===== config.mk =====
export PLATFORM = sky130hd
export DESIGN_NAME = zdraw_engine
export DESIGN_NICKNAME = d
export VERILOG_FILES = /design/src/rtl/zdraw_engine.sv
export SDC_FILE = /design/constraint.sdc
export NUM_CORES = 1
export LEC_CHECK = 0
export CORE_MARGIN = 3
export CORE_UTILIZATION = 40
export DETAILED_ROUTE_END_ITERATION = 16
export HOLD_SLACK_MARGIN = 0.12
export PLACE_DENSITY_LB_ADDON = 0.2
export SYNTH_ARGS = -nofsm -noshare
export SYNTH_HDL_FRONTEND = slang
export SYNTH_SLANG_ARGS = --single-unit

===== constraint.sdc =====
create_clock -name clk -period 4.64 [get_ports clk]
set_input_delay 1.392 -clock clk [delete_from_list [all_inputs] [get_ports clk]]
set_output_delay 1.392 -clock clk [all_outputs]
set_load 0.01 [all_outputs]

===== src/rtl/zdraw_engine.sv =====
// zdraw_engine: turns FILL/HLINE/VLINE/RECT commands into single-pixel RGB565 writes on the SDRAM write port.
// Define ZDRAW_CLIP_EN to clamp commands to the framebuffer; out-of-range commands then complete with no writes.
module zdraw_engine #(
    parameter int unsigned       H_RES   = 480,
    parameter int unsigned       V_RES   = 800,
    parameter int unsigned       COORD_W = 10,
    parameter int unsigned       ADDR_W  = 24,
    parameter logic [ADDR_W-1:0] FB_BASE = '0
) (
    input  logic               clk,
    input  logic               rst_n,
    input  logic               en,
    input  logic               iCmd_Valid,
    output logic               oCmd_Ready,
    input  logic [1:0]         iCmd_Op,
    input  logic [COORD_W-1:0] iCmd_X0,
    input  logic [COORD_W-1:0] iCmd_Y0,
    input  logic [COORD_W-1:0] iCmd_X1,
    input  logic [COORD_W-1:0] iCmd_Y1,
    input  logic [15:0]        iCmd_Color,
    output logic [ADDR_W-1:0]  oSDRAM_Wr_Addr,
    output logic [15:0]        oSDRAM_Wr_Data,
    output logic               oSDRAM_Wr_Req,
    input  logic               iSDRAM_Wr_Done,
    output logic               oDraw_Done,
    output logic               oBusy
);

    typedef enum logic [2:0] {S_IDLE, S_SETUP, S_WRITE, S_ADV, S_DONE} state_t;
    typedef enum logic [1:0] {OP_FILL, OP_HLINE, OP_VLINE, OP_RECT} op_t;

    localparam logic [ADDR_W-1:0] H_STEP = ADDR_W'(H_RES);

    if (((64'd1 << COORD_W) < 64'(H_RES)) || ((64'd1 << COORD_W) < 64'(V_RES))) begin : g_cfg_check
        $error("zdraw_engine: COORD_W too narrow for H_RES/V_RES");
    end

`ifdef ZDRAW_CLIP_EN
    localparam logic [COORD_W:0] X_MAX = (COORD_W+1)'(H_RES - 1);
    localparam logic [COORD_W:0] Y_MAX = (COORD_W+1)'(V_RES - 1);
`endif

    state_t             state;
    op_t                op_q;
    logic [15:0]        color_q;
    logic [COORD_W-1:0] x0_q, x1_q, y0_q, y1_q, row_q, cnt_q;
    logic [1:0]         phase_q;
    logic               empty_q;

    logic [COORD_W-1:0] cx1, cy1, sx0, sx1, sy0, sy1;
    logic               cmd_empty;
    logic [COORD_W-1:0] dy, run_x, run_y, run_len;
    logic               run_vert, has_next;
    logic [1:0]         next_phase;
    logic [ADDR_W-1:0]  run_addr;

    // HLINE ignores Y1 and VLINE ignores X1 by folding them onto the start coordinate before sorting.
    always_comb begin
        cx1 = (op_t'(iCmd_Op) == OP_VLINE) ? iCmd_X0 : iCmd_X1;
        cy1 = (op_t'(iCmd_Op) == OP_HLINE) ? iCmd_Y0 : iCmd_Y1;
        sx0 = (iCmd_X0 < cx1) ? iCmd_X0 : cx1;
        sx1 = (iCmd_X0 < cx1) ? cx1 : iCmd_X0;
        sy0 = (iCmd_Y0 < cy1) ? iCmd_Y0 : cy1;
        sy1 = (iCmd_Y0 < cy1) ? cy1 : iCmd_Y0;
`ifdef ZDRAW_CLIP_EN
        if ({1'b0, sx1} > X_MAX) sx1 = X_MAX[COORD_W-1:0];
        if ({1'b0, sy1} > Y_MAX) sy1 = Y_MAX[COORD_W-1:0];
        cmd_empty = ({1'b0, sx0} > X_MAX) || ({1'b0, sy0} > Y_MAX);
`else
        cmd_empty = 1'b0;
`endif
    end

    // Current run (row, line or RECT edge) and what follows it.
    always_comb begin
        dy         = y1_q - y0_q;
        run_x      = x0_q;
        run_y      = y0_q;
        run_len    = x1_q - x0_q;
        run_vert   = 1'b0;
        has_next   = 1'b0;
        next_phase = phase_q + 2'd1;
        case (op_q)
            OP_FILL: begin
                run_y    = row_q;
                has_next = (row_q != y1_q);
            end
            OP_VLINE: begin
                run_len  = dy;
                run_vert = 1'b1;
            end
            OP_RECT: begin
                case (phase_q)
                    2'd0: has_next = (dy != '0);
                    2'd1: begin
                        run_y    = y1_q;
                        has_next = |dy[COORD_W-1:1];
                    end
                    2'd2: begin
                        run_y    = y0_q + COORD_W'(1);
                        run_len  = dy - COORD_W'(2);
                        run_vert = 1'b1;
                        has_next = (x1_q != x0_q);
                    end
                    default: begin
                        run_x    = x1_q;
                        run_y    = y0_q + COORD_W'(1);
                        run_len  = dy - COORD_W'(2);
                        run_vert = 1'b1;
                    end
                endcase
            end
            default: ;
        endcase
        run_addr = FB_BASE + ADDR_W'(run_y) * H_STEP + ADDR_W'(run_x);
    end

    always_ff @(posedge clk or negedge rst_n) begin
        if (!rst_n) begin
            state          <= S_IDLE;
            op_q           <= OP_FILL;
            color_q        <= '0;
            x0_q           <= '0;
            x1_q           <= '0;
            y0_q           <= '0;
            y1_q           <= '0;
            row_q          <= '0;
            cnt_q          <= '0;
            phase_q        <= '0;
            empty_q        <= 1'b0;
            oCmd_Ready     <= 1'b1;
            oBusy          <= 1'b0;
            oDraw_Done     <= 1'b0;
            oSDRAM_Wr_Req  <= 1'b0;
            oSDRAM_Wr_Addr <= '0;
            oSDRAM_Wr_Data <= '0;
        end else if (en) begin
            case (state)
                S_IDLE: begin
                    if (iCmd_Valid) begin
                        op_q       <= op_t'(iCmd_Op);
                        color_q    <= iCmd_Color;
                        x0_q       <= sx0;
                        x1_q       <= sx1;
                        y0_q       <= sy0;
                        y1_q       <= sy1;
                        row_q      <= sy0;
                        phase_q    <= '0;
                        empty_q    <= cmd_empty;
                        oCmd_Ready <= 1'b0;
                        oBusy      <= 1'b1;
                        state      <= S_SETUP;
                    end
                end
                S_SETUP: begin
                    if (empty_q) begin
                        oDraw_Done <= 1'b1;
                        state      <= S_DONE;
                    end else begin
                        oSDRAM_Wr_Addr <= run_addr;
                        oSDRAM_Wr_Data <= color_q;
                        cnt_q          <= run_len;
                        oSDRAM_Wr_Req  <= 1'b1;
                        state          <= S_WRITE;
                    end
                end
                S_WRITE: begin
                    if (iSDRAM_Wr_Done) begin
                        oSDRAM_Wr_Req <= 1'b0;
                        state         <= S_ADV;
                    end
                end
                S_ADV: begin
                    if (cnt_q != '0) begin
                        cnt_q          <= cnt_q - COORD_W'(1);
                        oSDRAM_Wr_Addr <= oSDRAM_Wr_Addr + (run_vert ? H_STEP : ADDR_W'(1));
                        oSDRAM_Wr_Req  <= 1'b1;
                        state          <= S_WRITE;
                    end else if (has_next) begin
                        phase_q <= next_phase;
                        row_q   <= row_q + COORD_W'(1);
                        state   <= S_SETUP;
                    end else begin
                        oDraw_Done <= 1'b1;
                        state      <= S_DONE;
                    end
                end
                S_DONE: begin
                    oDraw_Done <= 1'b0;
                    oBusy      <= 1'b0;
                    oCmd_Ready <= 1'b1;
                    state      <= S_IDLE;
                end
                default: state <= S_IDLE;
            endcase
        end
    end

endmodule


=== After elaboration in Yosys (flattened, before gate mapping) ===
Index checks and enable logic that the tools add are counted.

* $add $sub $neg: 9
* Multipliers: 1
* Order comparisons: 2
* Eq/ne operators: 18
* Mux-type cells: 44
* Bitwise gates (word level): 1
* Reductions and logical operators: 21

{| class="wikitable"
|+ Operators by type and width
! operator !! number
|-
| 10-bit two-way mux || 13
|-
| 10-bit one-hot mux with 2 select lines || 5
|-
| 24-bit one-hot mux with 2 select lines || 1
|-
| 24-bit by 9-bit adder with 24-bit output || 1
|-
| 24-bit two-way mux || 1
|-
| 10-bit by 1-bit adder with 10-bit output (second input constant) || 2
|-
| 19-bit by 10-bit adder with 20-bit output || 1
|-
| 10-bit less-than comparator || 2
|-
| 10-bit inequality test || 2
|-
| 10-bit nonzero test || 2
|-
| 10-bit subtractor || 2
|-
| 10-bit by 4-bit multiplier with 14-bit output (second input constant) || 1
|-
| 3-bit two-way mux || 4
|-
| 2-bit inequality test (second input constant) || 6
|-
| 3-bit one-hot mux with 4 select lines || 1
|-
| 3-bit AND reduction || 4
|-
| 1-bit one-hot mux with 2 select lines || 5
|-
| 5-bit AND reduction || 2
|-
| 10-bit by 1-bit subtractor with 10-bit output (second input constant) || 1
|-
| 10-bit by 2-bit subtractor with 10-bit output (second input constant) || 1
|-
| 9-bit two-way mux || 1
|-
| 9-bit OR reduction || 1
|-
| 2-bit == test (second input constant) || 4
|-
| 1-bit two-way mux || 7
|-
| other kinds (17) || 26
|}

* Register bits after elaboration: 127
* Input port bits: 63
* Output and inout port bits: 44
* Logic and storage cells: 112

=== Logic depth before layout (Yosys ltp) ===
* Depth after elaboration: 8
* Mapped depth: 26

=== Worst setup path after synthesis ===
No wires, ideal clock.

* Kind: reg-to-reg
* Start point: register phase_q[0]
* End point: register oSDRAM_Wr_Addr[18]
* Arrival time: 4968 ps
* Path slack: -471 ps
* Cell stages (with the launch flop): 24
* Cell sequence: dfrtp_1 -> inv_1 -> ha_1 -> clkbuf_1 -> inv_1 -> a41oi_1 -> o31ai_1 -> a22oi_1 -> nor2_1 -> a21oi_1 -> xor2_1 -> ha_1 -> inv_1 -> fa_1 -> inv_1 -> ha_1 -> clkbuf_1 -> nor2b_1 -> or3b_2 -> o311ai_2 -> nand3_1 -> nor3_1 -> xor2_1 -> o221ai_1

* Word-level cells in the longest chain between the ends: 8
* Elaborated cells between the ends (all ways): 17
* Classes of those cells: 2 x add/sub; 1 x mul; 2 x eq/ne; 9 x mux; 3 x reduce/logical

{| class="wikitable"
|+ RTL lines
! what !! line !! text
|-
| start: declaration || 47 || <nowiki>logic [1:0] phase_q;</nowiki>
|-
| start signal: assignment || 180 || <nowiki>phase_q <= next_phase;</nowiki>
|-
| branches (longest 7 deep; another with 19-bit by 10-bit adder with 20-bit output) || n/a ||
|-
| 24-bit one-hot mux with 2 select lines * || 138 || <nowiki>case (state)</nowiki>
|-
| end signal: assignment || 160 || <nowiki>oSDRAM_Wr_Addr <= run_addr;</nowiki>
|-
| end signal: assignment || 176 || <nowiki>oSDRAM_Wr_Addr <= oSDRAM_Wr_Addr + (run_vert ? H_STEP : ADDR_W'(1));</nowiki>
|-
| end: declaration || 21 || <nowiki>output logic [ADDR_W-1:0] oSDRAM_Wr_Addr,</nowiki>
|}

Mark *: on every way between the ends. The select of a mux whose other input is x is not followed.
A chain may end at the register's enable or synchronous reset.

=== Worst setup path after layout ===
* Start point: register phase_q[0]
* End point: register oSDRAM_Wr_Addr[17]

Same word-level chain as after synthesis.

==> reports/results.tsv <==
metric	value	unit
layout-area-overhead-vs-synth	27.6	%
hold_ws	0.468	ns
antenna_violations_before_repair	0	
finalCriticalPeriod	4.62	ns
timing.final.crit_share	99.5	%
core_area	26200	sq um
worst_slack_after_detailed_placement	-0.0983	ns
finalHoldViolations	0	
grt_busiest_layer	met2	
min-delay-path-class	flop to flop	
result_of_the_run	complete, no violations	
drtAntennaViolNets	0	
htreeDepth	4	
critPathRequiredTime	4.96	ns
fin_ws	0.0240	ns
netlist_top_cells_area	sky130_fd_sc_hd__dfrtp_1 29%, sky130_fd_sc_hd__ha_1 9.0%, sky130_fd_sc_hd__nand2_1 7.9%, sky130_fd_sc_hd__o21ai_0 4.2%, sky130_fd_sc_hd__mux2i_1 3.4%	
final_nets	1632	
post_syn_instances	1319	
cts-buffers-inserted	17	
num_io_pins	107	
synthesis.area	10700	sq um
design.die.area	28700	sq um
grt_pass1_wl	49800	um
cts_buffer_depth	2	
synth_fp_nets	1473	
crit_type	flop to flop	
yosys.cell_types.count	90	
synth.cells.most_frequent	226 x sky130_fd_sc_hd__nand2_1, 126 x sky130_fd_sc_hd__dfrtp_1, 95 x sky130_fd_sc_hd__nor2_1, 94 x sky130_fd_sc_hd__inv_1, 90 x sky130_fd_sc_hd__o21ai_0	
clock_skew	0.0173	ns
holdPathStages	2	
starting_utilization_of_the_core_area	40.8	%
cp-start-kind	flop	
timing.critical_path.to_type	flop	
ff2ff_path_depth	22	
die_width	170	um
clock_sinks	127	
drtIter0Drc	638	
first_global_vias	9900	
rows	59	
clock_tree.root_cell	sky130_fd_sc_hd__clkbuf_16	
sequential_fraction_of_the_synthesis_area	29.7	%
clk_latency	0.44	ns
groute.layer.met3.usage	2.70	%
timing.final.max_slew_violations	0	
via_count	10100	
post-route-drc-count	0	
ys.flop_type	sky130_fd_sc_hd__dfrtp_1	
hpwl	22500	um
cts-hold-fix-buffers	0	
overflow	0	
dr.pass1.iters	5	
timing.final.setup_violations	0	
track_usage	21.0	%
synth_async_sr_flop_share	100	%
syn_area_per_cell	8.11	sq um
synthDominantCellAreaShare	29.5	%
port_buffers	106	
gpl.final_weighted_congestion	0.903	
worst-path-max-fanout	8	
slew_headroom	45.8	%
grtUsageMet1	29.4	%
timing.fmax	217	MHz
drive_gt1_share	15.6	%
pin_count_of_the_biggest_net_entering_global_routing	105	
yosys.cell_count.top_type	sky130_fd_sc_hd__nand2_1	
flip_flop_and_latch_count_after_synthesis	127	
critical_path_arrival	4.93	ns
vias_per_cell	5.55	
post_synth_edffs	0	
synthDominantAreaCellType	sky130_fd_sc_hd__dfrtp_1	
tightestPinTransition	0.811	ns
die_y_extent	170	um
antenna_cells_inserted	0	
max_cap_viol_count	0	
cts_tree	built	
sum_of_routed_wire_length_over_all_layers	29900	um
grt_setup_unrepaired	yes	
drt-wirelength-per-cell	16.4	um
grt_use_met2	33.8	%
path_clk_slew	0.07	ns
synth-warning-count	0	
layout by cell type, fill, tap and decap left out, types with 9 or more instances in the layout:
| cell | n |
|---|---|
| sky130_fd_sc_hd__xnor2_1 | 34 |
| sky130_fd_sc_hd__o21ai_0 | 80 |
| sky130_fd_sc_hd__o21a_1 | 14 |
| sky130_fd_sc_hd__a21o_1 | 14 |
| sky130_fd_sc_hd__nor2_1 | 92 |
| sky130_fd_sc_hd__buf_4 | 97 |
| sky130_fd_sc_hd__fa_1 | 13 |
| sky130_fd_sc_hd__a31oi_1 | 10 |
| sky130_fd_sc_hd__clkdlybuf4s50_1 | 105 |
| sky130_fd_sc_hd__a22oi_1 | 13 |
| sky130_fd_sc_hd__mux2_2 | 15 |
| sky130_fd_sc_hd__dfrtp_1 | 126 |
| sky130_fd_sc_hd__and3_1 | 17 |
| sky130_fd_sc_hd__a221o_1 | 12 |
| sky130_fd_sc_hd__or3_1 | 9 |
| sky130_fd_sc_hd__nand3_1 | 44 |
| sky130_fd_sc_hd__clkbuf_16 | 17 |
| sky130_fd_sc_hd__ha_1 | 69 |
| sky130_fd_sc_hd__inv_2 | 11 |
| sky130_fd_sc_hd__o311ai_0 | 9 |
| sky130_fd_sc_hd__nand2_1 | 225 |
| sky130_fd_sc_hd__mux2i_1 | 36 |
| sky130_fd_sc_hd__a21oi_1 | 66 |
| sky130_fd_sc_hd__nor2b_1 | 12 |
| sky130_fd_sc_hd__inv_1 | 84 |
| sky130_fd_sc_hd__nor3_1 | 21 |
| sky130_fd_sc_hd__xor2_1 | 19 |
registers in the layout (all words and copies together) (netlist names), 3 cells and up:
name / count
state: 3
x1_q: 10
x0_q: 10
y1_q: 10
y0_q: 10
oSDRAM_Wr_Addr: 24
color_q: 16
cnt_q: 10
oSDRAM_Wr_Data: 16
row_q: 10
final timing paths:
kind / start / end / slack (ns)
worst max register to register: phase_q[0] / oSDRAM_Wr_Addr[17] / 0.02
worst min-delay path: color_q[1] / oSDRAM_Wr_Data[1] / 0.47
max in group asynchronous: rst_n / row_q[9] / 2.89
worst max-delay path: phase_q[0] / oSDRAM_Wr_Addr[17] / 0.02
worst min register to register: color_q[1] / oSDRAM_Wr_Data[1] / 0.47
min in group asynchronous: rst_n / oSDRAM_Wr_Data[14] / 0.84
critical path: stages (launching register included):
cell,delay [ns]
sky130_fd_sc_hd__dfrtp_1,0.43
sky130_fd_sc_hd__inv_2,0.08
sky130_fd_sc_hd__ha_4,0.20
sky130_fd_sc_hd__or3_1,0.30
sky130_fd_sc_hd__o21ai_1,0.08
sky130_fd_sc_hd__a22oi_1,0.08
sky130_fd_sc_hd__nor2_1,0.13
sky130_fd_sc_hd__a21o_1,0.13
sky130_fd_sc_hd__inv_2,0.04
sky130_fd_sc_hd__fa_1,0.50
sky130_fd_sc_hd__inv_2,0.05
sky130_fd_sc_hd__ha_4,0.31
sky130_fd_sc_hd__inv_2,0.04
sky130_fd_sc_hd__o21ai_2,0.16
sky130_fd_sc_hd__ha_4,0.23
sky130_fd_sc_hd__nor2b_4,0.12
sky130_fd_sc_hd__o2111a_2,0.27
sky130_fd_sc_hd__or3b_4,0.42
sky130_fd_sc_hd__o311ai_4,0.29
sky130_fd_sc_hd__nand3_2,0.17
sky130_fd_sc_hd__nor3_4,0.25
sky130_fd_sc_hd__xnor2_1,0.13
sky130_fd_sc_hd__o21ai_0,0.09
metrics by stage:
step	utilization, %	cell area [sq um]	cells	setup TNS (ns)
floorplan	-	10800	1319	-0.0636
detailed placement	48.8	12800	1790	-0.279
global placement	48.8	12800	1790	-0.00664
global route	52.1	13700	1826	-1.40
finish	52.1	13700	1826	0
CTS	51.4	13500	1824	0
kinds of logic after synthesis:
family	count (synthesis)	share of synthesized area [%]
adders and majority gates	93	11.8
AOI/OAI and AO/OA	341	21.7
buffers and inverters	160	5.95
xor gates and xnor gates	59	4.96
muxes	52	5.09
and+or+nand+nor	487	20.8
DFF	127	29.7
routing by layer:
layer | vias up | wire length [um] | part of all wire [%]
li1 | 4996 | - | -
met1 | 4773 | 14400 | 48
met2 | 299 | 13600 | 45
met3 | 64 | 1160 | 3.9
met4 | 0 | 779 | 2.6
met5 | - | 0 | 0
area by class of cell:
type	count	area (sq um)
clock inverter	15	189
timing repair buffer	205	1840
fill	2421	12600
tap	335	419
multi-input combinational	1032	7240
inverter	95	357
sequential	127	3180
clock buffer	17	425
timing repair:
| item | CTS | global route |
|---|---|---|
| endpoints found under the setup margin | 9 | 9 |
| buffers inserted | 2 | 2 |
| gates resized for setup | 10 | 47 |
| pin swaps | 8 | 19 |
Power is not shown: default switching activity piles up to over one toggle a cycle in this logic, so the estimate is an artifact.
